`config.mk`:
```
export PLATFORM = sky130hd
export DESIGN_NAME = cmp_vector_driver
export DESIGN_NICKNAME = d
export VERILOG_FILES = /design/src/rtl/cmp_drv_pkg.sv /design/src/rtl/cmp_drv_vecgen.sv /design/src/rtl/cmp_vector_driver.sv
export SDC_FILE = /design/constraint.sdc
export NUM_CORES = 1
export LEC_CHECK = 0
export BUFFER_PORTS_ARGS = -buffer_cell sky130_fd_sc_hd__clkbuf_2
export CAP_MARGIN = 15
export CORE_UTILIZATION = 35
export DETAILED_ROUTE_END_ITERATION = 7
export PLACE_DENSITY_LB_ADDON = 0.25
export SLEW_MARGIN = 20
export SYNTH_ARGS = -nofsm -noshare
export SYNTH_HDL_FRONTEND = slang
export SYNTH_SLANG_ARGS = --single-unit
```
`constraint.sdc`:
```
create_clock -name clk -period 4.5 [get_ports clk]
set_clock_uncertainty 0.1 [all_clocks]
set_input_delay 0.675 -clock clk [delete_from_list [all_inputs] [get_ports clk]]
set_output_delay 0.675 -clock clk [all_outputs]
set_load 0.05 [all_outputs]
```
`src/rtl/cmp_drv_pkg.sv`:
```
// Shared types and constants for the comparator vector driver.
package cmp_drv_pkg;

   typedef enum logic [1:0] {
      IDLE   = 2'd0,
      SETTLE = 2'd1,
      CHECK  = 2'd2,
      FINISH = 2'd3
   } state_e;

   localparam int unsigned VEC_W             = 4;
   localparam int unsigned N_VEC             = 256;
   localparam int unsigned DEF_SETTLE_CYCLES = 2;
   localparam int unsigned DEF_ERR_W         = 8;

endpackage

```
`src/rtl/cmp_drv_vecgen.sv`:
```
// Vector index generator: owns idx, maps it onto the a/b operands and flags the last vector.
module cmp_drv_vecgen
   import cmp_drv_pkg::*;
(
   input  logic             clk,
   input  logic             rst_n,
   input  logic             clr_i,
   input  logic             inc_i,
   output logic [VEC_W-1:0] a_o,
   output logic [VEC_W-1:0] b_o,
   output logic             last_o
);

   logic [2*VEC_W-1:0] idx_q, idx_d;

   always_comb begin
      idx_d = idx_q;
      if (clr_i) begin
         idx_d = '0;
      end else if (inc_i) begin
         idx_d = idx_q + (2*VEC_W)'(1);
      end
   end

   always_ff @(posedge clk or negedge rst_n) begin
      if (!rst_n) begin
         idx_q <= '0;
      end else begin
         idx_q <= idx_d;
      end
   end

   assign a_o    = idx_q[2*VEC_W-1:VEC_W];
   assign b_o    = idx_q[VEC_W-1:0];
   assign last_o = (idx_q == (2*VEC_W)'(N_VEC - 1));

endmodule

```
`src/rtl/cmp_vector_driver.sv`:
```
// Exhaustive 4-bit equality-comparator sweep driver with settle timing and mismatch counting.
// Optional first-mismatch capture on fail_vec is enabled by defining CMP_DRV_FAIL_CAPTURE_EN.
module cmp_vector_driver
   import cmp_drv_pkg::*;
#(
   parameter int unsigned SETTLE_CYCLES = DEF_SETTLE_CYCLES,
   parameter int unsigned ERR_W         = DEF_ERR_W
)
(
   input  logic             clk,
   input  logic             rst_n,
   input  logic             start,
   output logic [VEC_W-1:0] a,
   output logic [VEC_W-1:0] b,
   input  logic             equal,
   output logic             busy,
   output logic             done,
   output logic             pass,
   output logic [ERR_W-1:0] err_count,
   output logic [7:0]       fail_vec
);

   localparam logic [3:0] SETTLE_LAST = 4'(SETTLE_CYCLES - 1);

   state_e           state_q, state_d;
   logic [3:0]       cnt_q, cnt_d;
   logic             busy_q, busy_d;
   logic             done_q, done_d;
   logic             pass_q, pass_d;
   logic [ERR_W-1:0] err_q, err_d;

   logic vec_clr, vec_inc, vec_last;
   logic accept, mismatch;

   cmp_drv_vecgen u_vecgen (
      .clk    (clk),
      .rst_n  (rst_n),
      .clr_i  (vec_clr),
      .inc_i  (vec_inc),
      .a_o    (a),
      .b_o    (b),
      .last_o (vec_last)
   );

   always_comb begin
      state_d  = state_q;
      cnt_d    = cnt_q;
      busy_d   = busy_q;
      done_d   = 1'b0;
      pass_d   = pass_q;
      err_d    = err_q;
      vec_clr  = 1'b0;
      vec_inc  = 1'b0;
      accept   = 1'b0;
      mismatch = 1'b0;
      unique case (state_q)
         IDLE: begin
            // done is registered, so the done cycle is already IDLE; a start there is refused
            if (start && !done_q) begin
               accept  = 1'b1;
               vec_clr = 1'b1;
               cnt_d   = '0;
               busy_d  = 1'b1;
               pass_d  = 1'b0;
               err_d   = '0;
               state_d = SETTLE;
            end
         end
         SETTLE: begin
            if (cnt_q == SETTLE_LAST) begin
               state_d = CHECK;
            end else begin
               cnt_d = cnt_q + 4'd1;
            end
         end
         CHECK: begin
            mismatch = (equal != (a == b));
            if (mismatch && (err_q != '1)) begin
               err_d = err_q + ERR_W'(1);
            end
            cnt_d = '0;
            if (vec_last) begin
               state_d = FINISH;
            end else begin
               vec_inc = 1'b1;
               state_d = SETTLE;
            end
         end
         FINISH: begin
            done_d  = 1'b1;
            busy_d  = 1'b0;
            pass_d  = (err_q == '0);
            state_d = IDLE;
         end
         default: state_d = IDLE;
      endcase
   end

   always_ff @(posedge clk or negedge rst_n) begin
      if (!rst_n) begin
         state_q <= IDLE;
         cnt_q   <= '0;
         busy_q  <= 1'b0;
         done_q  <= 1'b0;
         pass_q  <= 1'b0;
         err_q   <= '0;
      end else begin
         state_q <= state_d;
         cnt_q   <= cnt_d;
         busy_q  <= busy_d;
         done_q  <= done_d;
         pass_q  <= pass_d;
         err_q   <= err_d;
      end
   end

`ifdef CMP_DRV_FAIL_CAPTURE_EN
   logic [7:0] fail_vec_q, fail_vec_d;

   always_comb begin
      fail_vec_d = fail_vec_q;
      if (accept) begin
         fail_vec_d = '0;
      end else if (mismatch && (err_q == '0)) begin
         fail_vec_d = {a, b};
      end
   end

   always_ff @(posedge clk or negedge rst_n) begin
      if (!rst_n) begin
         fail_vec_q <= '0;
      end else begin
         fail_vec_q <= fail_vec_d;
      end
   end

   assign fail_vec = fail_vec_q;
`else
   assign fail_vec = '0;
`endif

   assign busy      = busy_q;
   assign done      = done_q;
   assign pass      = pass_q;
   assign err_count = err_q;

endmodule

```
==> flow_summary_export.csv, run 1 <==
group,metric,value,unit
run_status,outcome,"complete, no violations",
yosys,synth.area.top_cells,"dfrtp_1 (43%), nand3_1 (5.1%), ha_1 (4.3%)",
cells_and_area,layout-drive-gt1-share,0.179,
worst_hold_path,holdCritPathClass,"in -> async",
placement,port_buffers,22,
yosys,synth_edf_count,0,
yosys,synthesis.area,1470,um^2
critical_path,critPathKind,"reg -> reg",
power,finalPower,820,uW
die,die_x,66.7,um
global_route,first_global_vias,1120,
die,fp-row-count,23,
critical_path,cp.arrival,2180,ps
critical_path,reg2reg_depth,5,
power,clockPowerShare,0.163,
timing,rsz0062_at_grt,"no",
global_route,grt_util_met1,0.191,
drt,dr.pass1.iters,4,
global_route,track_usage,0.153,
yosys,yosysSeqAreaShare,0.427,
power,switching_share,0.456,
placement,place_inst,225,
global_route,grt_pass1_wl,5.11,mm
yosys,synth.distinct_cells,41,
global_route,grtUsageMet3,0.0257,
yosys,synth_seq_cells,25,
yosys,ys.warnings.count,0,
timing,setup-tns-final,0,ps
power,switching_power,374,uW
timing,tightest_slew,660,ps
cells_and_area,fillCellCount,401,
global_route,grt-ovfl-total,0,
drt,drt_iter0_markers,60,
die,io_pins,31,
timing,setup_violations,0,
placement,hpwl,2.22,mm
cells_and_area,finalNetCount,189,
timing,drv_slew,0,
yosys,ys.flop_type,"dfrtp_1",
critical_path,cp.required,4560,ps
drt,drc_errors,0,
clock_network,cts_tree,"done",
clock_network,root_buffer,"clkbuf_8",
clock_network,insertion_delay,270,ps
drt,vias_per_cell,5.15,
power,cellLeakagePower,0.766,nW
yosys,yosysTopAreaCellShare,0.427,
global_route,grt_util_met2,0.251,
drt,finalWirelength,3.05,mm
power,intPower,447,uW
power,p_seq_frac,0.417,
clock_network,h-tree-depth,1,
cells_and_area,fin_cells,229,
run,cap_violations,0,
yosys,postSynthAreaPerCell,9.21,um^2
yosys,synth_top_area_cell,"dfrtp_1",
timing,slew_headroom,0.557,
die,die_h,66.7,um
timing,fin_crit_sh,0.472,
drt,drtAntennaViolNets,0,
clock_network,clock-sinks,25,
drt,routedWlPerCell,13.3,um
cells_and_area,antennaDiodeCount,0,
clock_network,ctsHoldBuffers,0,
global_route,antenna_found_initial,0,
critical_path,crit_path_start_kind,"flip-flop",
clock_network,cts_resized,0,
power,ir_drop,0.148,mV
yosys,synth_cells,159,
global_route,grt_max_degree,26,
clock_network,clkTransAtPathRegs,90,ps
cells_and_area,area_delta_synth_final,10.7,%
critical_path,worstPathMaxFanout,12,
clock_network,cts-buffers-inserted,3,
yosys,synthArstFlopShare,1.00,
clock_network,cts_buffer_depth,2,
power,pwr-share-comb,0.420,
timing,fin_crit,2120,ps
power,power_density,506,nW/um^2
critical_path,crit_path_end_kind,"flip-flop",
global_route,grt_busiest_layer,"met2",
placement,globalplace.congestion,0.860,
drt,via_count,1180,
timing,fmax,471,MHz
die,coreArea,4000,um^2
die,start_util,0.366,
clock_network,post_cts_buffers,0,
timing,finalHoldViolCount,0,
die,die-area,4450,um^2
[power by group through the flow]
| stage | Combinational [mW] | Clock (mW) | Sequential, mW |
|---|---|---|---|
| after global placement | 0.338 | 0 | 0.345 |
| final | 0.345 | 0.134 | 0.342 |
| after global routing | 0.379 | 0.149 | 0.355 |
| after floorplan | 0.211 | 0 | 0.406 |
| after CTS | 0.348 | 0.139 | 0.343 |
| after detailed placement | 0.348 | 0 | 0.347 |
[placed cells by master (no fill, tap or decap), types with 5 or more instances in the layout]
| cell | count |
|---|---|
| xor2_1 | 6 |
| nor3_1 | 6 |
| dfrtp_1 | 25 |
| a21oi_1 | 6 |
| clkbuf_2 | 22 |
| inv_1 | 7 |
| nor2_1 | 11 |
| ha_1 | 5 |
| nand2_1 | 10 |
| nand3_1 | 15 |
| conb_1 | 8 |
| o21ai_0 | 12 |
[layout make-up]
cell class	count	area [um^2]	area share
sequential	25	626	0.386
tap	50	62.6	0.0386
clock buffer	4	45.0	0.0278
multi-input combinational	121	752	0.464
timing repair buffer	22	110	0.0679
inverter	7	26.3	0.0162
[cells in the mapped netlist (all sizes together) (5+ instances only)]
cell type / number
nand3: 15
nor2: 11
buf: 10
nor3: 6
dfrtp: 25
nand2: 10
a21oi: 6
o21ai: 12
xor2: 6
ha: 5
inv: 7
[critical path, stage by stage, from the launching register on]
cell	delay (ps)
dfrtp_1	460
xor2_1	200
nor4_2	330
mux2_4	390
and2_4	200
a221o_1	340
[flip-flops by register name (all words and copies together), names as in the netlist]
name,flops
done,1
busy,1
cnt_q,4
u_vecgen.idx_q,8
err_count,8
pass,1
state_q,2
[logic make-up after synthesis]
group / share of synthesized area
muxes: 0.0171
AOI/OAI and AO/OA: 0.142
other: 0.00256
xor gates and xnor gates: 0.0418
buffers and inverters: 0.0777
and+or+nand+nor: 0.249
adders and majority gates: 0.0427
DFF: 0.427
[final timing paths]
kind,start,endpoint,slack [ps]
max in group asynchronous,rst_n,state_q[0],3560
hold reg to reg,busy,busy,420
min in group clk,busy,busy,420
hold / removal,rst_n,u_vecgen.idx_q[7],320
setup / recovery,u_vecgen.idx_q[3],err_count[2],2380
setup reg to reg,u_vecgen.idx_q[3],err_count[2],2380
[through the flow]
| stage | instance area, um^2 | hold slack [ps] | worst slack (ps) | util |
|---|---|---|---|---|
| 2_1_floorplan | 1490 | 279 | 2270 | - |
| 3_3_place_gp | 1580 | 384 | 2430 | 0.394 |
| 3_5_place_dp | 1580 | 405 | 2390 | 0.394 |
| 4_1_cts | 1620 | 345 | 2390 | 0.405 |
| 5_1_grt | 1620 | 348 | 2260 | 0.405 |
| 6_report | 1620 | 320 | 2380 | 0.405 |
[per-layer routing]
metal	up-vias	wire (um)
li1	592	-
met1	572	1410
met2	14	1550
met3	2	68
met4	0	25
met5	-	0
(Power assumes the default switching activity.)
==> run 2, diff against run 1 <==
==> constraint.sdc (replaced) <==
create_clock -name clk -period 2.2 [get_ports clk]
set_clock_uncertainty 0.1 [all_clocks]
set_input_delay 0.33 -clock clk [delete_from_list [all_inputs] [get_ports clk]]
set_output_delay 0.33 -clock clk [all_outputs]
set_load 0.05 [all_outputs]
==> flow_summary_export.csv, run 2 (synthesis results as in run 1) <==
group,metric,value,unit
power,cellLeakagePower,0.795,nW
drt,via_count,1237,
drt,drc_errors,0,
clock_network,clkTransAtPathRegs,90,ps
cells_and_area,antennaDiodeCount,0,
drt,drtAntennaViolNets,0,
critical_path,cp.arrival,2080,ps
clock_network,cts_buffer_depth,2,
cells_and_area,area_delta_synth_final,14.6,%
timing,rsz0062_at_grt,"no",
die,fp-row-count,23,
placement,place_inst,231,
critical_path,cp.required,2260,ps
power,switching_power,777,uW
cells_and_area,fin_cells,236,
global_route,antenna_found_initial,0,
timing,fin_crit,2020,ps
timing,slew_headroom,0.573,
placement,globalplace.congestion,0.788,
die,coreArea,4000,um^2
global_route,grt_pass1_wl,5.33,mm
clock_network,root_buffer,"clkbuf_8",
placement,hpwl,2.40,mm
cells_and_area,finalNetCount,196,
run_status,outcome,"complete, no violations",
drt,drt_iter0_markers,52,
timing,holdWs,410,ps
critical_path,crit_path_end_kind,"flip-flop",
clock_network,cts_tree,"done",
power,switching_share,0.449,
die,die-area,4450,um^2
critical_path,critPathKind,"reg -> reg",
timing,setup-tns-final,0,ps
clock_network,post_cts_buffers,0,
drt,vias_per_cell,5.24,
critical_path,crit_path_start_kind,"flip-flop",
placement,port_buffers,22,
critical_path,slowest_stage,"dfrtp_2",
clock_network,cts_resized,0,
timing,fmax,494,MHz
global_route,grt-ovfl-total,0,
global_route,grt_max_degree,26,
timing,setup_violations,0,
clock_network,cts-buffers-inserted,3,
drt,dr.pass1.iters,6,
clock_network,insertion_delay,270,ps
die,die_h,66.7,um
cells_and_area,layout_common_cells,"dfrtp_1 (23), clkbuf_2 (22), nand3_1 (15), o21ai_0 (12), nor2_1 (11)",
clock_network,clock-sinks,25,
global_route,first_global_vias,1154,
clock_network,h-tree-depth,1,
power,power_density,1030,nW/um^2
die,io_pins,31,
die,start_util,0.366,
cells_and_area,layout-drive-gt1-share,0.215,
die,die_x,66.7,um
drt,routedWlPerCell,13.8,um
power,p_seq_frac,0.380,
critical_path,worstPathMaxFanout,7,
power,ir_drop,0.456,mV
cells_and_area,final_common_cell,"dfrtp_1",
power,finalPower,1.73,mW
timing,tightest_slew,635,ps
power,pwr-share-comb,0.460,
cells_and_area,fillCellCount,394,
drt,finalWirelength,3.27,mm
timing,drv_slew,0,
timing,fin_crit_sh,0.920,
clock_network,ctsHoldBuffers,1,
global_route,track_usage,0.158,
run,cap_violations,0,
power,clockPowerShare,0.160,
timing,finalHoldViolCount,0,
worst_hold_path,holdCritPathClass,"in -> reg",
critical_path,cp_slowest_stage_delay,470,ps
critical_path,cp_cell_sequence,"xor2_1 > nor4_2 > mux2_4 > and2_4 > a221o_1",
power,intPower,952,uW
## run 2: power groups by stage
stage	Sequential, mW	Clock (mW)	Combinational [mW]
5_1_grt	0.676	0.311	0.875
6_report	0.657	0.278	0.795
4_1_cts	0.656	0.286	0.805
3_3_place_gp	0.657	0	0.775
2_1_floorplan	0.831	0	0.432
3_5_place_dp	0.665	0	0.802
## run 2: per-layer routing
layer	GRT usage	routed length [um]	share of wire
met1	0.199	1530	0.47
met2	0.278	1610	0.49
met5	0	0	0
met3	0.0274	113	0.035
met4	0.0399	21	0.0064
## run 2: stage by stage
step | cell area [um^2] | util | worst slack (ps)
final | 1680 | 0.420 | 176
after floorplan | 1490 | - | 6.18
after global placement | 1620 | 0.406 | 203
after detailed placement | 1620 | 0.406 | 191
after global routing | 1680 | 0.420 | 120
after CTS | 1680 | 0.420 | 172
## run 2: path summary, 6_finish.rpt
path                                   start                 to  slack [ps]  depth (start not counted)
min reg2reg                             busy               busy         420                          2
min in group asynchronous              rst_n  u_vecgen.idx_q[0]         510                          2
max in group asynchronous              rst_n  u_vecgen.idx_q[7]        1040                          2
min                                    start  u_vecgen.idx_q[3]         410                          4
max                        u_vecgen.idx_q[3]       err_count[2]         180                          5
max reg2reg                u_vecgen.idx_q[3]       err_count[2]         180                          5
## run 2: worst max-delay path, delay by kind of cell, from the launching register on
kind	cells	cell delay, ps
AO/OA/AOI/OAI	1	330
XOR/XNOR	1	180
flip-flops	1	470
multiplexers	1	340
AND/OR/NAND/NOR	2	500
## run 2: final cells by class
type	instances	area [um^2]	area share
clock buffer	4	45.0	0.0268
inverter	7	26.3	0.0156
multi-input combinational	121	752	0.448
sequential	25	628	0.374
tap	50	62.6	0.0373
timing repair buffer	29	165	0.0984
==> run 3, diff against run 2 <==
--- a/config.mk
+++ b/config.mk
@@ -6,10 +6,12 @@
 export NUM_CORES = 1
 export LEC_CHECK = 0
 export BUFFER_PORTS_ARGS = -buffer_cell sky130_fd_sc_hd__clkbuf_2
-export CAP_MARGIN = 15
+export CELL_PAD_IN_SITES_DETAIL_PLACEMENT = 0
+export CELL_PAD_IN_SITES_GLOBAL_PLACEMENT = 1
 export CORE_UTILIZATION = 35
 export DETAILED_ROUTE_END_ITERATION = 7
 export PLACE_DENSITY_LB_ADDON = 0.25
+export RECOVER_POWER = 25
 export SLEW_MARGIN = 20
 export SYNTH_ARGS = -nofsm -noshare
 export SYNTH_HDL_FRONTEND = slang
==> flow_summary_export.csv, run 3 (synthesis results as in run 1) <==
group,metric,value,unit
run_status,outcome,"complete, no violations",
die,start_util,0.366,
clock_network,cts_tree,"done",
cells_and_area,finalNetCount,196,
global_route,grt-ovfl-total,0,
cells_and_area,layout_common_cells,"dfrtp_1 (23), clkbuf_2 (22), nand3_1 (15), o21ai_0 (12), nor2_1 (11)",
critical_path,cp.arrival,2070,ps
drt,drt_iter0_markers,84,
cells_and_area,fin_cells,236,
critical_path,crit_path_start_kind,"flip-flop",
cells_and_area,final_common_cell,"dfrtp_1",
critical_path,slowest_stage,"dfrtp_2",
cells_and_area,multiInputGateArea,752,um^2
die,die_x,66.7,um
die,io_pins,31,
timing,tightest_slew,636,ps
die,die_h,66.7,um
clock_network,cts-buffers-inserted,3,
power,power_density,1020,nW/um^2
global_route,grt_pass1_wl,5.13,mm
die,coreArea,4000,um^2
critical_path,worstPathMaxFanout,7,
clock_network,cts_buffer_depth,2,
clock_network,post_cts_buffers,0,
drt,via_count,1190,
cells_and_area,fin_util,0.420,
global_route,first_global_vias,1101,
global_route,antenna_found_initial,0,
critical_path,crit_path_end_kind,"flip-flop",
placement,place_inst,231,
clock_network,clock-sinks,25,
clock_network,ctsHoldBuffers,1,
clock_network,root_buffer,"clkbuf_8",
power,cellLeakagePower,0.794,nW
critical_path,critPathKind,"reg -> reg",
global_route,track_usage,0.152,
worst_hold_path,holdCritPathClass,"in -> reg",
drt,dr.pass1.iters,4,
clock_network,clkTransAtPathRegs,90,ps
timing,fmax,495,MHz
clock_network,insertion_delay,260,ps
drt,vias_per_cell,5.04,
global_route,grt_max_degree,26,
drt,routedWlPerCell,12.9,um
drt,drc_errors,0,
timing,rsz0062_at_grt,"no",
drt,drtAntennaViolNets,0,
placement,globalplace.congestion,0.855,
cells_and_area,antennaDiodeCount,0,
critical_path,worst-path-buf-inv,0,
power,ir_drop,0.398,mV
timing,finalHoldViolCount,0,
placement,hpwl,2.29,mm
critical_path,critPathTopFamily,"simple AND/OR/NAND/NOR gates",
clock_network,cts_resized,0,
timing,setup_violations,0,
critical_path,reg2reg_slack,180,ps
timing,slew_headroom,0.576,
cells_and_area,layout-drive-gt1-share,0.215,
timing,fin_crit_sh,0.918,
timing,setup-tns-final,0,ps
cells_and_area,area_delta_synth_final,14.6,%
die,fp-row-count,23,
timing,drv_slew,0,
placement,port_buffers,22,
timing,fin_crit,2020,ps
cells_and_area,seq_area,628,um^2
clock_network,h-tree-depth,1,
critical_path,cp_cell_sequence,"xor2_1 > nor4_2 > mux2_4 > and2_4 > a221o_1",
critical_path,cp_slowest_stage_delay,460,ps
run,cap_violations,0,
die,die-area,4450,um^2
timing,holdWs,399,ps
cells_and_area,fillCellCount,405,
critical_path,cp.required,2250,ps
drt,finalWirelength,3.05,mm
-- run 3: cell types whose count changed in the layout (fill, tap and decap cells not counted) --
cell	delta
and2_0	+1
and2_1	-1
-- run 3: cell type report --
type	instances	area share
Clock buffer	4	0.0268
Inverter	7	0.0156
Multi-Input combinational cell	121	0.448
Sequential cell	25	0.374
Tap cell	50	0.0373
Timing Repair Buffer	29	0.0984
-- run 3: final timing paths --
check	start	end	cells past startpoint
worst max-delay path	u_vecgen.idx_q[3]	err_count[2]	5
worst min-delay path	start	u_vecgen.idx_q[3]	4
worst max register to register	u_vecgen.idx_q[3]	err_count[2]	5
worst min register to register	busy	busy	2
max in group asynchronous	rst_n	u_vecgen.idx_q[7]	2
min in group asynchronous	rst_n	err_count[1]	2
-- run 3: layer usage --
layer	wire length [um]	vias to the layer above	GRT usage	share of wire
li1	-	606	-	-
met1	1490	562	0.207	0.49
met2	1440	20	0.241	0.47
met3	97	2	0.0205	0.032
met4	26	0	0.0559	0.0085
met5	0	-	0	0
-- run 3: worst min-delay path: stages --
cell and delay (ps):
clkbuf_2 80, nand2b_1 90, nor3_1 110, nor2_1 110
-- run 3: through the flow --
stage               worst slack [ps]  area, um^2  total power [mW]
floorplan                       6.18        1490              1.26
global placement                 192        1620              1.44
finish                           181        1680              1.71
detailed placement               184        1620              1.46
global route                     124        1680              1.83
CTS                              169        1680              1.73
-- run 3: power breakdown --
part | total, mW | switching [mW] | internal, mW
clock network | 0.270 | 0.141 | 0.129
registers | 0.654 | 0.0960 | 0.558
logic | 0.782 | 0.522 | 0.261
